## src/rtl/cpu_pkg.sv

```systemverilog
// Shared CPU types: condition codes, branch kinds and the NZCV flag struct.
// Used by decode, the ID/EX stage and the EX/MEM stage.
package cpu_pkg;

  typedef enum logic [3:0] {
    COND_EQ = 4'h0,
    COND_NE = 4'h1,
    COND_HS = 4'h2,
    COND_LO = 4'h3,
    COND_MI = 4'h4,
    COND_PL = 4'h5,
    COND_VS = 4'h6,
    COND_VC = 4'h7,
    COND_HI = 4'h8,
    COND_LS = 4'h9,
    COND_GE = 4'hA,
    COND_LT = 4'hB,
    COND_GT = 4'hC,
    COND_LE = 4'hD,
    COND_AL = 4'hE,
    COND_NV = 4'hF
  } cond_e;

  typedef enum logic [1:0] {
    BR_NONE   = 2'd0,
    BR_UNCOND = 2'd1,
    BR_CBZ    = 2'd2,
    BR_BCOND  = 2'd3
  } br_kind_e;

  typedef struct packed {
    logic n;
    logic z;
    logic c;
    logic v;
  } nzcv_t;

endpackage

```

## src/rtl/cond_eval.sv

```systemverilog
// ARM condition-code evaluator: decides whether a B.cond is taken from NZCV.
// Purely combinational; shared by the EX/MEM stage.
module cond_eval
  import cpu_pkg::*;
(
  input  cond_e cond,
  input  nzcv_t nzcv,
  output logic  taken
);

  always_comb begin
    taken = 1'b1;
    case (cond)
      COND_EQ: taken = nzcv.z;
      COND_NE: taken = !nzcv.z;
      COND_HS: taken = nzcv.c;
      COND_LO: taken = !nzcv.c;
      COND_MI: taken = nzcv.n;
      COND_PL: taken = !nzcv.n;
      COND_VS: taken = nzcv.v;
      COND_VC: taken = !nzcv.v;
      COND_HI: taken = nzcv.c && !nzcv.z;
      COND_LS: taken = !nzcv.c || nzcv.z;
      COND_GE: taken = (nzcv.n == nzcv.v);
      COND_LT: taken = (nzcv.n != nzcv.v);
      COND_GT: taken = !nzcv.z && (nzcv.n == nzcv.v);
      COND_LE: taken = nzcv.z || (nzcv.n != nzcv.v);
      default: taken = 1'b1;
    endcase
  end

endmodule

```

## src/rtl/ex_mem_stage.sv

```systemverilog
// EX/MEM pipeline register: carries the ALU result and memory controls into MEM,
// owns the architectural NZCV flags and registers the branch decision.
module ex_mem_stage
  import cpu_pkg::*;
(
  input  logic        clk,
  input  logic        reset,
  input  logic        stall,
  input  logic        flush,
  input  logic        in_valid,
  input  logic [63:0] alu_result,
  input  logic        alu_negative,
  input  logic        alu_zero,
  input  logic        alu_overflow,
  input  logic        alu_carry_out,
  input  logic        set_flags,
  input  logic [1:0]  br_kind,
  input  logic [3:0]  cond,
  input  logic [4:0]  rd,
  input  logic        reg_write,
  input  logic        mem_read,
  input  logic        mem_write,
  input  logic [63:0] store_data,
  output logic        out_valid,
  output logic [63:0] result_q,
  output logic [4:0]  rd_q,
  output logic        reg_write_q,
  output logic        mem_read_q,
  output logic        mem_write_q,
  output logic [63:0] store_data_q,
  output logic [3:0]  flags_q,
  output logic        branch_taken_q
);

  logic        r_valid;
  logic [63:0] r_result;
  logic [4:0]  r_rd;
  logic        r_reg_write;
  logic        r_mem_read;
  logic        r_mem_write;
  logic [63:0] r_store_data;
  nzcv_t       r_flags;
  logic        r_branch_taken;

  logic        w_cond_taken;
  logic        w_branch_decision;
  logic        w_advance;
  logic        w_load;
  br_kind_e    w_br_kind;

  assign w_br_kind = br_kind_e'(br_kind);

  // Flush wins over stall; anything that advances without a live instruction is a bubble.
  assign w_advance = !stall || flush;
  assign w_load    = w_advance && !flush && in_valid;

  // Evaluated against the flags held before this edge, so an instruction never sees its own flag write.
  cond_eval u_cond_eval (
    .cond  (cond_e'(cond)),
    .nzcv  (r_flags),
    .taken (w_cond_taken)
  );

  always_comb begin
    w_branch_decision = 1'b0;
    case (w_br_kind)
      BR_NONE:   w_branch_decision = 1'b0;
      BR_UNCOND: w_branch_decision = 1'b1;
      BR_CBZ:    w_branch_decision = alu_zero;
      BR_BCOND:  w_branch_decision = w_cond_taken;
      default:   w_branch_decision = 1'b0;
    endcase
  end

  always_ff @(posedge clk) begin
    if (reset) begin
      r_valid        <= 1'b0;
      r_result       <= '0;
      r_rd           <= '0;
      r_reg_write    <= 1'b0;
      r_mem_read     <= 1'b0;
      r_mem_write    <= 1'b0;
      r_store_data   <= '0;
      r_flags        <= '0;
      r_branch_taken <= 1'b0;
    end else if (w_load) begin
      r_valid        <= 1'b1;
      r_result       <= alu_result;
      r_rd           <= rd;
      r_reg_write    <= reg_write;
      r_mem_read     <= mem_read;
      r_mem_write    <= mem_write;
      r_store_data   <= store_data;
      r_branch_taken <= w_branch_decision;
      if (set_flags) begin
        r_flags <= '{n: alu_negative, z: alu_zero, c: alu_carry_out, v: alu_overflow};
      end
    end else if (w_advance) begin
      // Bubble: data fields keep their stale contents, only the side-effecting controls drop.
      r_valid        <= 1'b0;
      r_reg_write    <= 1'b0;
      r_mem_read     <= 1'b0;
      r_mem_write    <= 1'b0;
      r_branch_taken <= 1'b0;
    end
  end

  assign out_valid      = r_valid;
  assign result_q       = r_result;
  assign rd_q           = r_rd;
  assign reg_write_q    = r_reg_write;
  assign mem_read_q     = r_mem_read;
  assign mem_write_q    = r_mem_write;
  assign store_data_q   = r_store_data;
  assign flags_q        = r_flags;
  assign branch_taken_q = r_branch_taken;

endmodule

```

## config.mk

```make
export PLATFORM = sky130hd
export DESIGN_NAME = ex_mem_stage
export DESIGN_NICKNAME = d
export VERILOG_FILES = /design/src/rtl/cpu_pkg.sv /design/src/rtl/cond_eval.sv /design/src/rtl/ex_mem_stage.sv
export SDC_FILE = /design/constraint.sdc
export NUM_CORES = 1
export LEC_CHECK = 0
export CORE_MARGIN = 8
export CORE_UTILIZATION = 40
export DETAILED_ROUTE_END_ITERATION = 8
export PLACE_DENSITY_LB_ADDON = 0.25
export REMOVE_ABC_BUFFERS = 1
export SLEW_MARGIN = 20
export SYNTH_ARGS = -nofsm -noshare
export SYNTH_HDL_FRONTEND = slang
export SYNTH_SLANG_ARGS = --single-unit
```

## constraint.sdc

```tcl
create_clock -name clk -period 2 [get_ports clk]
set_input_delay 0.5 -clock clk [delete_from_list [all_inputs] [get_ports clk]]
set_output_delay 0.5 -clock clk [all_outputs]
set_load 0.005 [all_outputs]
```

=== After elaboration in Yosys (flattened, before gate mapping) ===
Index checks and enable logic that the tools add are counted.

* Reductions and logical operators: 17
* Equal/unequal tests: 18
* Multiplexer cells: 8

{| class="wikitable"
|+ Operators by type and width
! operator !! number
|-
| equality test 4 bit (second input constant) || 6
|-
| equality test 4 x 3 -> 1 bit (second input constant) || 4
|-
| one-hot mux 1 bit (14 select lines) || 1
|-
| equality test 4 x 2 -> 1 bit (second input constant) || 2
|-
| logical NOT 1 bit || 6
|-
| 2-to-1 mux 1 bit || 6
|-
| equality test 2 bit (second input constant) || 2
|-
| equality test 4 x 1 -> 1 bit (second input constant) || 1
|-
| logical AND 1 bit || 4
|-
| logical NOT 4 bit || 1
|-
| one-hot mux 1 bit (4 select lines) || 1
|-
| logical OR 1 bit || 3
|-
| equality test 2 x 1 -> 1 bit (second input constant) || 1
|-
| logical NOT 2 bit || 1
|-
| AND reduction 2 bit || 1
|-
| nonzero test 2 bit || 1
|-
| equality test 1 bit || 1
|-
| inequality test 1 bit || 1
|}

* Output and inout port bits: 142
* Bits in registers: 142

=== Logic depth before layout (Yosys ltp) ===
* Depth after elaboration: 5
* Gate-level depth with buffers: 6
* Depth with buffers taken out: 4

=== Hierarchy ===
A second synthesis with hierarchy kept.

* Cells, all modules: 638
* Area, all modules: 5,132.4 um^2

{| class="wikitable"
|+ By module, submodules not included
! module !! cells an instance !! times used !! area an instance (um^2) !! seq. area each (um^2)
|-
| ex_mem_stage || 615 || 1 || 4,967.3 || 2,842.7
|-
| cond_eval || 23 || 1 || 165.2 || 0.0
|}

=== Worst setup path before layout ===
Ideal clock, no wire load.

* Path kind: input to register
* Start point: in cond[0]
* End point: reg r_branch_taken (netlist: branch_taken_q)
* Stages on the path: 5
* Arrival time: 1.320 ns
* Library setup time: 0.120 ns
* Slack: 0.560 ns
* Data required time: 1.880 ns
* Path through: buf_2 nor2b_1 a221oi_1 a31oi_1 o31a_1

* Cells in the longest elaborated chain, start to end: 4
* Elaborated cells on any way between the ends: 17
* Those cells by class: 13 x eq/ne; 3 x mux; 1 x reduce/logical

{| class="wikitable"
|+ Ends and longest elaborated chain
! item !! RTL line !! RTL
|-
| start: declaration || ex_mem_stage.sv:18 || <nowiki>input logic [3:0] cond,</nowiki>
|-
| equality test 4 bit, or another cell as far along || cond_eval.sv:13 || <nowiki>case (cond)</nowiki>
|-
| one-hot mux 1 bit (14 select lines) (*) || cond_eval.sv:13 ||
|-
| one-hot mux 1 bit (4 select lines) (*) || ex_mem_stage.sv:66 || <nowiki>case (w_br_kind)</nowiki>
|-
| 2-to-1 mux 1 bit (*) || ex_mem_stage.sv:86 || <nowiki>end else if (w_load) begin</nowiki>
|-
| end signal: assignment || ex_mem_stage.sv:94 || <nowiki>r_branch_taken <= w_branch_decision;</nowiki>
|-
| end: declaration || ex_mem_stage.sv:43 || <nowiki>logic r_branch_taken;</nowiki>
|}

Mark *: on every way between the ends. The rest lies on a longest branch, timed or not.
A chain may end at the register's enable or synchronous reset.

=== Final worst setup path ===
* Start point: reg r_flags (netlist bit flags_q[2])
* End point: out flags_q[2]

{| class="wikitable"
|+ RTL lines
! item !! RTL line !! RTL
|-
| start: declaration || ex_mem_stage.sv:42 || <nowiki>nzcv_t r_flags;</nowiki>
|-
| start signal: assignment || ex_mem_stage.sv:96 || <nowiki>r_flags <= '{n: alu_negative, z: alu_zero, c: alu_carry_out, v: alu_overflow};</nowiki>
|-
| end: declaration || ex_mem_stage.sv:31 || <nowiki>output logic [3:0] flags_q,</nowiki>
|}

No word-level cell between the ends.

==> impl_metrics.py <==
metrics = {
    "floorplanning": {
        "die_h_um": 129,
        "dieArea_mm2": 0.0165,
        "start_util_pct": 40.5,
        "core-area_mm2": 0.0125,
        "fp-row-count": 41,
        "die_x_um": 129,
        "io_pins": 294,
    },
    "cells_and_area": {
        "synthToLayoutAreaGrowth_pct": 74.8,
        "diodes": 0,
        "stdcell_count": 1118,
        "design_area_mm2": 0.00886,
        "fin_nets": 1087,
        "drive_above_1_share_pct": 5.92,
        "num-fill-cells": 1012,
    },
    "timing": {
        "skew_ns": 0.00296,
        "setup_viol": 0,
        "final_max_slew_viol_count": 0,
        "slew_headroom_pct": 76.9,
        "min_period_ns": 1.90,
        "max_freq_mhz": 525,
        "finalHoldViolCount": 0,
        "whs_ns": 0.450,
        "rsz0062_at_grt": "no",
        "min_period_over_period_pct": 95.2,
        "tightestPinTransition_ns": 0.346,
    },
    "routing": {
        "drtIter0Drc": 337,
        "ant_nets": 0,
        "drt-vias-per-instance": 4.74,
        "dr.pass1.iters": 4,
        "vias": 5304,
        "routedWlPerCell_um": 15.9,
        "drc": 0,
        "wl_mm": 17.8,
    },
    "worst_setup_path": {
        "critPathLaunch": "flags_q[2]",
        "crit_cells": 1,
        "crit_arrival_ns": 1.40,
        "worstSetupPathType": "reg -> out",
        "r2r_start": "flags_q[0]",
        "slowest_stage": "clkdlybuf4s50_1",
        "worstReg2RegEnd": "branch_taken_q",
        "cpPeakStageDelay_ns": 0.57,
        "required_ns": 1.50,
        "crit_fanout": 6,
        "r2r_slack_ns": 0.62,
        "path_cells": "clkdlybuf4s50_1",
        "worst_setup_path_start_kind": "flip-flop",
        "cp_top_family": "buffers and inverters",
        "crit_buf_inv": 1,
        "worstRegToRegCells": 4,
        "cp-end-kind": "primary output",
        "endpoint": "flags_q[2]",
    },
    "global_routing": {
        "antenna_found_initial": 0,
        "grt_max_degree": 75,
        "grt_usage_pct": 20.8,
        "grt_pass1_vias": 5092,
        "grt_overflow": 0,
        "grt_pass1_wl_mm": 26.9,
    },
    "place": {
        "numPortBuffers": 293,
        "dp_cells": 1088,
        "placed_area_mm2": 0.00831,
        "gp_congestion": 0.817,
        "hpwlAfterDp_mm": 13.2,
    },
    "pwr": {
        "power_per_cell_area_mw_per_mm2": 756,
        "finalPower_mw": 6.70,
        "ir_drop_v": 0.000609,
        "p_leak_nw": 3.15,
    },
    "outcome": {
        "status": "finished clean",
    },
    "synthesis": {
        "synth-simple-area-share_pct": 23.6,
        "synth_cell_types": 27,
        "syn_inst": 645,
        "synth_xor_area_share_pct": 0.345,
        "synthTopCellsByArea": "dfxtp_1 56%, nand2_1 21%, a21oi_1 14%, buf_2 1.7%, clkbuf_1 1.6%",
        "synth_top_family_by_area": "simple AND/OR/NAND/NOR gates",
        "syn-cell-area_mm2": 0.00507,
        "post_synth.cell_area_avg_um2": 7.86,
        "synth_compound_area_share_pct": 15.1,
        "synthAdderAreaFrac_pct": 0,
        "ys_warn_count": 0,
        "ys_ff_latch": 142,
        "synthArstFlopShare_pct": 0,
        "synth_edf_count": 0,
        "synth_top_area_share_pct": 56.1,
        "yosys-mux-area-fraction_pct": 0.395,
        "synth_common_cells": "278 x nand2_1, 142 x dfxtp_1, 141 x a21oi_1",
        "synth_area_leader_cell": "dfxtp_1",
        "yosysMostFrequentCell": "nand2_1",
        "yosysSeqAreaShare_pct": 56.1,
        "synthFlopType": "dfxtp_1",
    },
    "clock_network": {
        "h-tree-depth": 4,
        "cts_sinks": 142,
        "ctsResizeCount": 0,
        "cts_tree": "yes",
        "cts-root-buf": "clkbuf_16",
        "cts_buffer_depth": 2,
        "hold_buffers": 0,
        "cts_setup_buffers": 0,
        "clkTransAtPathRegs_ns": 0.06,
        "clk_latency_ns": 0.41,
        "cts_made_buffers": 17,
    },
    "hold_path": {
        "hp-class": "reg -> reg",
    },
    "job": {
        "drv_cap": 0,
    },
}
## layout by cell type, fill, tap and decap left out, types with 2 or more instances in the layout
cell | netlist | routed
nor2b_1 | 2 | 2
mux2i_1 | 2 | 2
xnor2_1 | 2 | 2
nor3_1 | 2 | 2
clkdlybuf4s50_1 | 0 | 292
buf_4 | 8 | 16
nand2_1 | 278 | 277
clkbuf_8 | 0 | 4
clkbuf_1 | 22 | 2
nand3_1 | 4 | 4
clkinv_2 | 0 | 5
nor2_1 | 5 | 5
dfxtp_1 | 142 | 142
a22oi_1 | 3 | 3
nand2b_1 | 2 | 2
clkbuf_16 | 0 | 17
a21oi_1 | 141 | 141
buf_12 | 0 | 10
or2_1 | 2 | 2
## area by class of cell
class	instances	area (um2)	area share, %
Tap cell	172	215	2.43
Multi-Input combinational cell	456	2010	22.7
Clock buffer	23	488	5.50
Sequential cell	142	2840	32.1
Timing Repair Buffer	318	3240	36.6
Clock inverter	7	62.6	0.706
## how the worst min path moves through the flow
| stage | from | end | slack, ns | cells after the start |
|---|---|---|---|---|
| finish | result_q[29] | result_q[29] | 0.45 | 2 |
| global route | reset | result_q[20] | 0.45 | 2 |
| CTS | reset | result_q[20] | 0.44 | 2 |
| detailed placement | store_data_q[23] | store_data_q[23] | 0.45 | 2 |
| global placement | store_data_q[46] | store_data_q[46] | 0.44 | 2 |
| floorplan | rd_q[0] | rd_q[0] | 0.45 | 2 |
## worst register-to-register path, cell delays in order, from the launching register on
cell and delay (ns):
dfxtp_1 0.41, xnor2_1 0.15, a221oi_1 0.33, a31oi_1 0.13, o31a_1 0.24
## registers in the layout (all words and copies together), names as in the netlist
register,cells
out_valid,1
mem_write_q,1
reg_write_q,1
rd_q,5
result_q,64
branch_taken_q,1
mem_read_q,1
flags_q,4
store_data_q,64
## cells by family (layout without fill, tap and decap cells)
| group | Yosys count | count (layout) |
|---|---|---|
| simple gates | 303 | 303 |
| compound gates | 149 | 149 |
| flops | 142 | 142 |
| buf+inv | 47 | 348 |
| xor+xnor | 2 | 2 |
| mux | 2 | 2 |
## power breakdown
| group | internal (mW) | total [mW] | leakage (nW) | switching (mW) |
|---|---|---|---|---|
| logic | 0.521 | 0.822 | 1.72 | 0.301 |
| registers | 2.92 | 2.97 | 1.15 | 0.0444 |
| clock network | 1.82 | 2.91 | 0.274 | 1.09 |
| total | 5.26 | 6.70 | 3.15 | 1.44 |
## per-stage QoR
stage / utilization [%] / setup TNS (ns) / worst slack (ns)
6_report: 70.8 / 0 / 0.0964
5_1_grt: 70.8 / 0 / 0.00629
4_1_cts: 70.8 / 0 / 0.0693
3_5_place_dp: 66.4 / -0.00912 / -0.00912
3_3_place_gp: 66.4 / 0 / 0.0167
2_1_floorplan: - / -922.59 / -7.23
## metal layers
layer	routed length, um	vias up	share of wire, %	global-route usage [%]
li1	-	2664	-	-
met1	6860	2400	39	21.5
met2	8540	214	48	35.8
met3	1970	26	11	9.81
met4	385	0	2.2	8.71
met5	0	-	0	0
Power figures use the tool's default switching activity.
